--- config.mk ---
export PLATFORM = sky130hd
export DESIGN_NAME = pc_unit
export DESIGN_NICKNAME = d
export VERILOG_FILES = /design/src/rtl/pc_unit.sv
export SDC_FILE = /design/constraint.sdc
export NUM_CORES = 1
export LEC_CHECK = 0
export BUFFER_PORTS_ARGS = -buffer_cell sky130_fd_sc_hd__buf_2
export CAP_MARGIN = 25
export CORE_MARGIN = 2
export CORE_UTILIZATION = 47
export CTS_CLUSTER_SIZE = 16
export DETAILED_ROUTE_END_ITERATION = 8
export GPL_TIMING_DRIVEN = 0
export PLACE_DENSITY = 0.77
export RECOVER_POWER = 25
export SETUP_SLACK_MARGIN = 0.15
export SYNTH_ARGS = -nofsm -noshare
export SYNTH_HDL_FRONTEND = slang
export SYNTH_SLANG_ARGS = --single-unit
--- constraint.sdc ---
create_clock -name clk -period 1.8 [get_ports clk]
set_input_delay 0.09 -clock clk [delete_from_list [all_inputs] [get_ports clk]]
set_output_delay 0.09 -clock clk [all_outputs]
set_load 0.05 [all_outputs]
--- src/rtl/pc_unit.sv ---
// Program counter with a two-state NORMAL/TRAP FSM, a saved exception PC,
// and registered one-cycle fault pulses for misaligned jumps, nested traps and stray returns.
module pc_unit #(
  parameter int              XLEN         = 32,
  parameter logic [XLEN-1:0] RESET_VECTOR = 32'h0000_0000,
  parameter logic [XLEN-1:0] TRAP_VECTOR  = 32'h0000_0100,
  parameter int              IALIGN       = 4
) (
  input  logic            clk,
  input  logic            rst_n,
  input  logic            pc_wr,
  input  logic [1:0]      npc_sel,
  input  logic [XLEN-1:0] target,
  output logic [XLEN-1:0] pc,
  output logic [XLEN-1:0] pc_plus4,
  output logic [XLEN-1:0] epc,
  output logic            in_trap,
  output logic            misalign_fault,
  output logic            double_fault,
  output logic            illegal_ret
);

  typedef enum logic {NORMAL = 1'b0, TRAP = 1'b1} state_t;

  localparam logic [1:0] SEL_SEQ = 2'b00;
  localparam logic [1:0] SEL_TGT = 2'b01;
  localparam logic [1:0] SEL_TRP = 2'b10;
  localparam logic [1:0] SEL_RET = 2'b11;

  state_t          state, state_nxt;
  logic [XLEN-1:0] pc_nxt, epc_nxt;
  logic            misalign_nxt, double_nxt, illegal_nxt;
  logic            tgt_misaligned, trap_entry;

  assign pc_plus4 = pc + XLEN'(4);
  assign in_trap  = (state == TRAP);

  // Only the low address bits matter for alignment; IALIGN=2 ignores bit 1.
  assign tgt_misaligned = (IALIGN == 2) ? target[0] : (target[1:0] != 2'b00);
  assign trap_entry     = (npc_sel == SEL_TRP) || (npc_sel == SEL_TGT && tgt_misaligned);

  always_comb begin
    pc_nxt       = pc;
    epc_nxt      = epc;
    state_nxt    = state;
    misalign_nxt = 1'b0;
    double_nxt   = 1'b0;
    illegal_nxt  = 1'b0;
    if (pc_wr) begin
      if (trap_entry) begin
        pc_nxt       = TRAP_VECTOR;
        misalign_nxt = (npc_sel == SEL_TGT);
        if (state == NORMAL) begin
          epc_nxt   = pc;
          state_nxt = TRAP;
        end else begin
          double_nxt = 1'b1;
        end
      end else begin
        case (npc_sel)
          SEL_SEQ: pc_nxt = pc_plus4;
          SEL_TGT: pc_nxt = target;
          SEL_RET: begin
            if (state == TRAP) begin
              pc_nxt    = epc;
              state_nxt = NORMAL;
            end else begin
              illegal_nxt = 1'b1;
            end
          end
          default: ;
        endcase
      end
    end
  end

  always_ff @(posedge clk or negedge rst_n) begin
    if (!rst_n) begin
      state          <= NORMAL;
      pc             <= RESET_VECTOR;
      epc            <= '0;
      misalign_fault <= 1'b0;
      double_fault   <= 1'b0;
      illegal_ret    <= 1'b0;
    end else begin
      state          <= state_nxt;
      pc             <= pc_nxt;
      epc            <= epc_nxt;
      misalign_fault <= misalign_nxt;
      double_fault   <= double_nxt;
      illegal_ret    <= illegal_nxt;
    end
  end

endmodule

==> impl_metrics.toml <==
[status]
outcome = "finished with violations"
failed_checks = "setup timing"

[die]
chipHeight_um = 102
dieArea_um2 = 10400
io_pins = 137
rows = 35
die_x_um = 102
core_area_um2 = 9280
initial_core_util = 0.488

[logic_synthesis]
synth_top_family_by_area = "compound AO/OA/AOI/OAI gates"
synth_cell_type_count = 55
synth_compound_area_frac = 0.199
synth_edf_count = 0
syn-num-nets = 499
synthSimpleGateAreaFrac = 0.152
avgSynthCellArea_um2 = 9.91
yosys_warnings = 0
synthXorXnorAreaFrac = 0.0541
ys_seq_area_frac = 0.376
synth_mux_area_frac = 0.138
synth_top_flop_cell = "dfrtp_1"
synth_area_um2 = 4530
synth_cells = 457
synthAdderAreaFrac = 0.0138
synthArstFlopShare = 1.00
ys_ff_latch = 68

[setup_path]
critPathKind = "reg2out"
crit_fanout = 5
cp-end-kind = "primary output"
crit_path_start_kind = "flop"
arrival_ns = 2.19
cp_data_required_time_ns = 1.71

[clocking]
root_buffer = "clkbuf_8"
clk_path_buf_depth = 2
numCtsBuffers = 9
clkTransAtPathRegs_ns = 0.08
cts_tree = "built"
clk_latency_ns = 0.36
ctsHtreeMaxLevel = 3
clkSinkCount = 68

[layout]
drive_gt1_frac = 0.584
area_delta_synth_final_pct = 67.3
nFillCells = 533
diodes = 0
finalInstanceArea_um2 = 7580
final_util = 0.816
fin_nets = 739
stdcell_count = 831

[global_route]
gr-total-overflow = 0
grt_max_degree = 69
grt_pass1_wl_um = 26300
use_met2 = 0.531
grt_util_all_layers = 0.333
gr-max-usage-layer = "met2"
use_met1 = 0.438
use_met3 = 0.0725
grt_pass1_vias = 4864
antenna_found_initial = 0

[detailed_routing]
drc_errors = 0
vias = 5357
drtPass1Iterations = 5
ant_nets = 0
drt_iter0_drc = 632
wl_per_cell_um = 24.5
routed_wirelength_um = 20300
vias_per_cell = 6.45

[sta]
grt_setup_unrepaired = "true"
maxSlewHeadroom = 0.372
hold_viol = 0
setup_viol = 45
finalWorstSetupSlack_ns = -0.483
tightestPinTransition_ns = 0.943
maxSlewViolCount = 0
period_minus_slack_ns = 2.28
skew_ns = 0.0110
period_share = 1.27
max_freq_mhz = 438

[job]
drv_cap = 0

[power]
p_leak_nw = 3.62
powerDensity_nw_per_um2 = 1050
ir_drop_v = 0.000879

[place]
place_inst = 721
port_buffers = 135
placed_area_um2 = 6040
gp_congestion = 0.934
hpwl_um = 10500

[min_path]
hold_path_class = "in2reg"
-- path summary, 6_finish.rpt --
kind	cells after the start	startpoint	slack, ns	end
hold / removal	3	target[4]	0.04	pc[4]$_DFFE_PN0P_
max in group asynchronous	2	rst_n	0.69	pc[8]$_DFFE_PN0P_
hold reg to reg	2	epc[1]$_DFFE_PN0P_	0.52	epc[1]$_DFFE_PN0P_
setup / recovery	8	pc[13]$_DFFE_PN0P_	-0.48	pc_plus4[27]
setup reg to reg	10	pc[13]$_DFFE_PN0P_	-0.44	pc[27]$_DFFE_PN0P_
min in group asynchronous	2	rst_n	0.41	epc[13]$_DFFE_PN0P_
-- timing repair --
action,4_1_cts,5_1_grt
pin swaps,35,35
hold endpoints to repair,68,0
gates resized for setup,124,70
endpoints found under the setup margin,70,71
setup buffers,60,31
hold buffers,1,0
cloned,1,1
-- where the power goes --
part | switching (mW) | leakage (nW) | total (mW) | internal, mW
logic | 2.99 | 2.68 | 4.49 | 1.50
registers | 0.388 | 0.858 | 2.28 | 1.89
clock network | 0.646 | 0.0844 | 1.18 | 0.538
total | 4.02 | 3.62 | 7.95 | 3.93
-- final cells by class --
class,count,area (um^2),share of cell area
clock inverter,2,10.0,0.00132
tap,129,161,0.0213
multi-input combinational,327,3330,0.439
buffer,53,490,0.0647
clock buffer,14,153,0.0201
timing repair buffer,229,1670,0.220
inverter,9,33.8,0.00446
sequential,68,1740,0.229
-- worst max-delay path: stages (launching register included) --
cell     delay [ns]
dfrtp_2        0.39
buf_6          0.12
nand4_1        0.19
nor3_4         0.38
buf_6          0.19
nand4_1        0.11
buf_6          0.16
xnor2_4        0.13
buf_6          0.17
-- logic make-up (layout without fill, tap and decap cells) --
family	count (synthesis)	in the layout
muxes	56	56
xor gates and xnor gates	28	28
and+or+nand+nor	115	115
DFF	68	68
AOI/OAI and AO/OA	123	123
adders and majority gates	5	5
buffers and inverters	62	307
-- synth_stat cells (4+ instances only) --
library cell | n | area [um^2]
nor3_1 | 6 | 30.0
ha_1 | 5 | 62.6
mux2_1 | 5 | 56.3
mux2i_1 | 4 | 40.0
buf_2 | 17 | 85.1
a221oi_1 | 5 | 43.8
clkbuf_1 | 22 | 82.6
o21ai_0 | 33 | 165
o31ai_1 | 6 | 45.0
buf_4 | 10 | 75.1
o32ai_2 | 4 | 65.1
nor2_1 | 17 | 63.8
nand4_4 | 4 | 85.1
nor4_1 | 4 | 25.0
nand4_1 | 7 | 43.8
mux2_2 | 47 | 529
a21oi_1 | 7 | 35.0
and3_1 | 6 | 37.5
xor2_1 | 8 | 70.1
dfrtp_1 | 68 | 1700
and4_1 | 4 | 35.0
a21o_1 | 9 | 67.6
a22o_1 | 22 | 193
nand2_1 | 36 | 135
o22ai_1 | 5 | 31.3
a22oi_1 | 18 | 135
xnor2_1 | 20 | 175
nand3_1 | 11 | 55.1
inv_1 | 8 | 30.0
-- cell usage in the layout, fill, tap and decap left out, types with 5 or more instances in the layout --
| master | count |
|---|---|
| xor2_2 | 5 |
| nand4_1 | 7 |
| clkbuf_8 | 13 |
| clkbuf_1 | 62 |
| mux2_2 | 43 |
| nand3_4 | 7 |
| and3_1 | 6 |
| xnor2_4 | 14 |
| o32ai_2 | 6 |
| nand2_4 | 5 |
| a21o_1 | 9 |
| o22ai_1 | 5 |
| nand2_1 | 27 |
| buf_6 | 75 |
| buf_4 | 58 |
| a22oi_1 | 18 |
| dfrtp_2 | 27 |
| buf_8 | 10 |
| a22o_1 | 22 |
| xnor2_2 | 6 |
| nand4_4 | 5 |
| nor2_1 | 14 |
| dfrtp_1 | 41 |
| a21oi_1 | 7 |
| buf_2 | 66 |
| o21ai_0 | 20 |
| o21ai_1 | 12 |
| mux2_4 | 9 |
| inv_1 | 8 |
| nor3_4 | 5 |
-- layer usage --
layer	wire [um]	up-vias
li1	-	2167
met2	9640	493
met5	0	-
met1	7310	2573
met3	2260	124
met4	1120	0
-- sequential cells by signal, indices dropped and copies added, names as in the netlist --
signal and flops:
epc 32, pc 32, double_fault 1, illegal_ret 1, in_trap 1, misalign_fault 1
-- stage by stage --
step | power [mW] | setup TNS, ns | hold slack, ns | setup WS, ns
6_report | 7.95 | -11.78 | 0.0359 | -0.483
5_1_grt | 8.16 | -14.24 | 0.0719 | -0.548
3_3_place_gp | 6.10 | -16.68 | 0.374 | -0.388
3_5_place_dp | 6.18 | -17.85 | 0.276 | -0.394
2_1_floorplan | 5.30 | -4.12 | -0.206 | -0.261
4_1_cts | 7.68 | -5.76 | 0.0262 | -0.285
(Power assumes the default switching activity.)
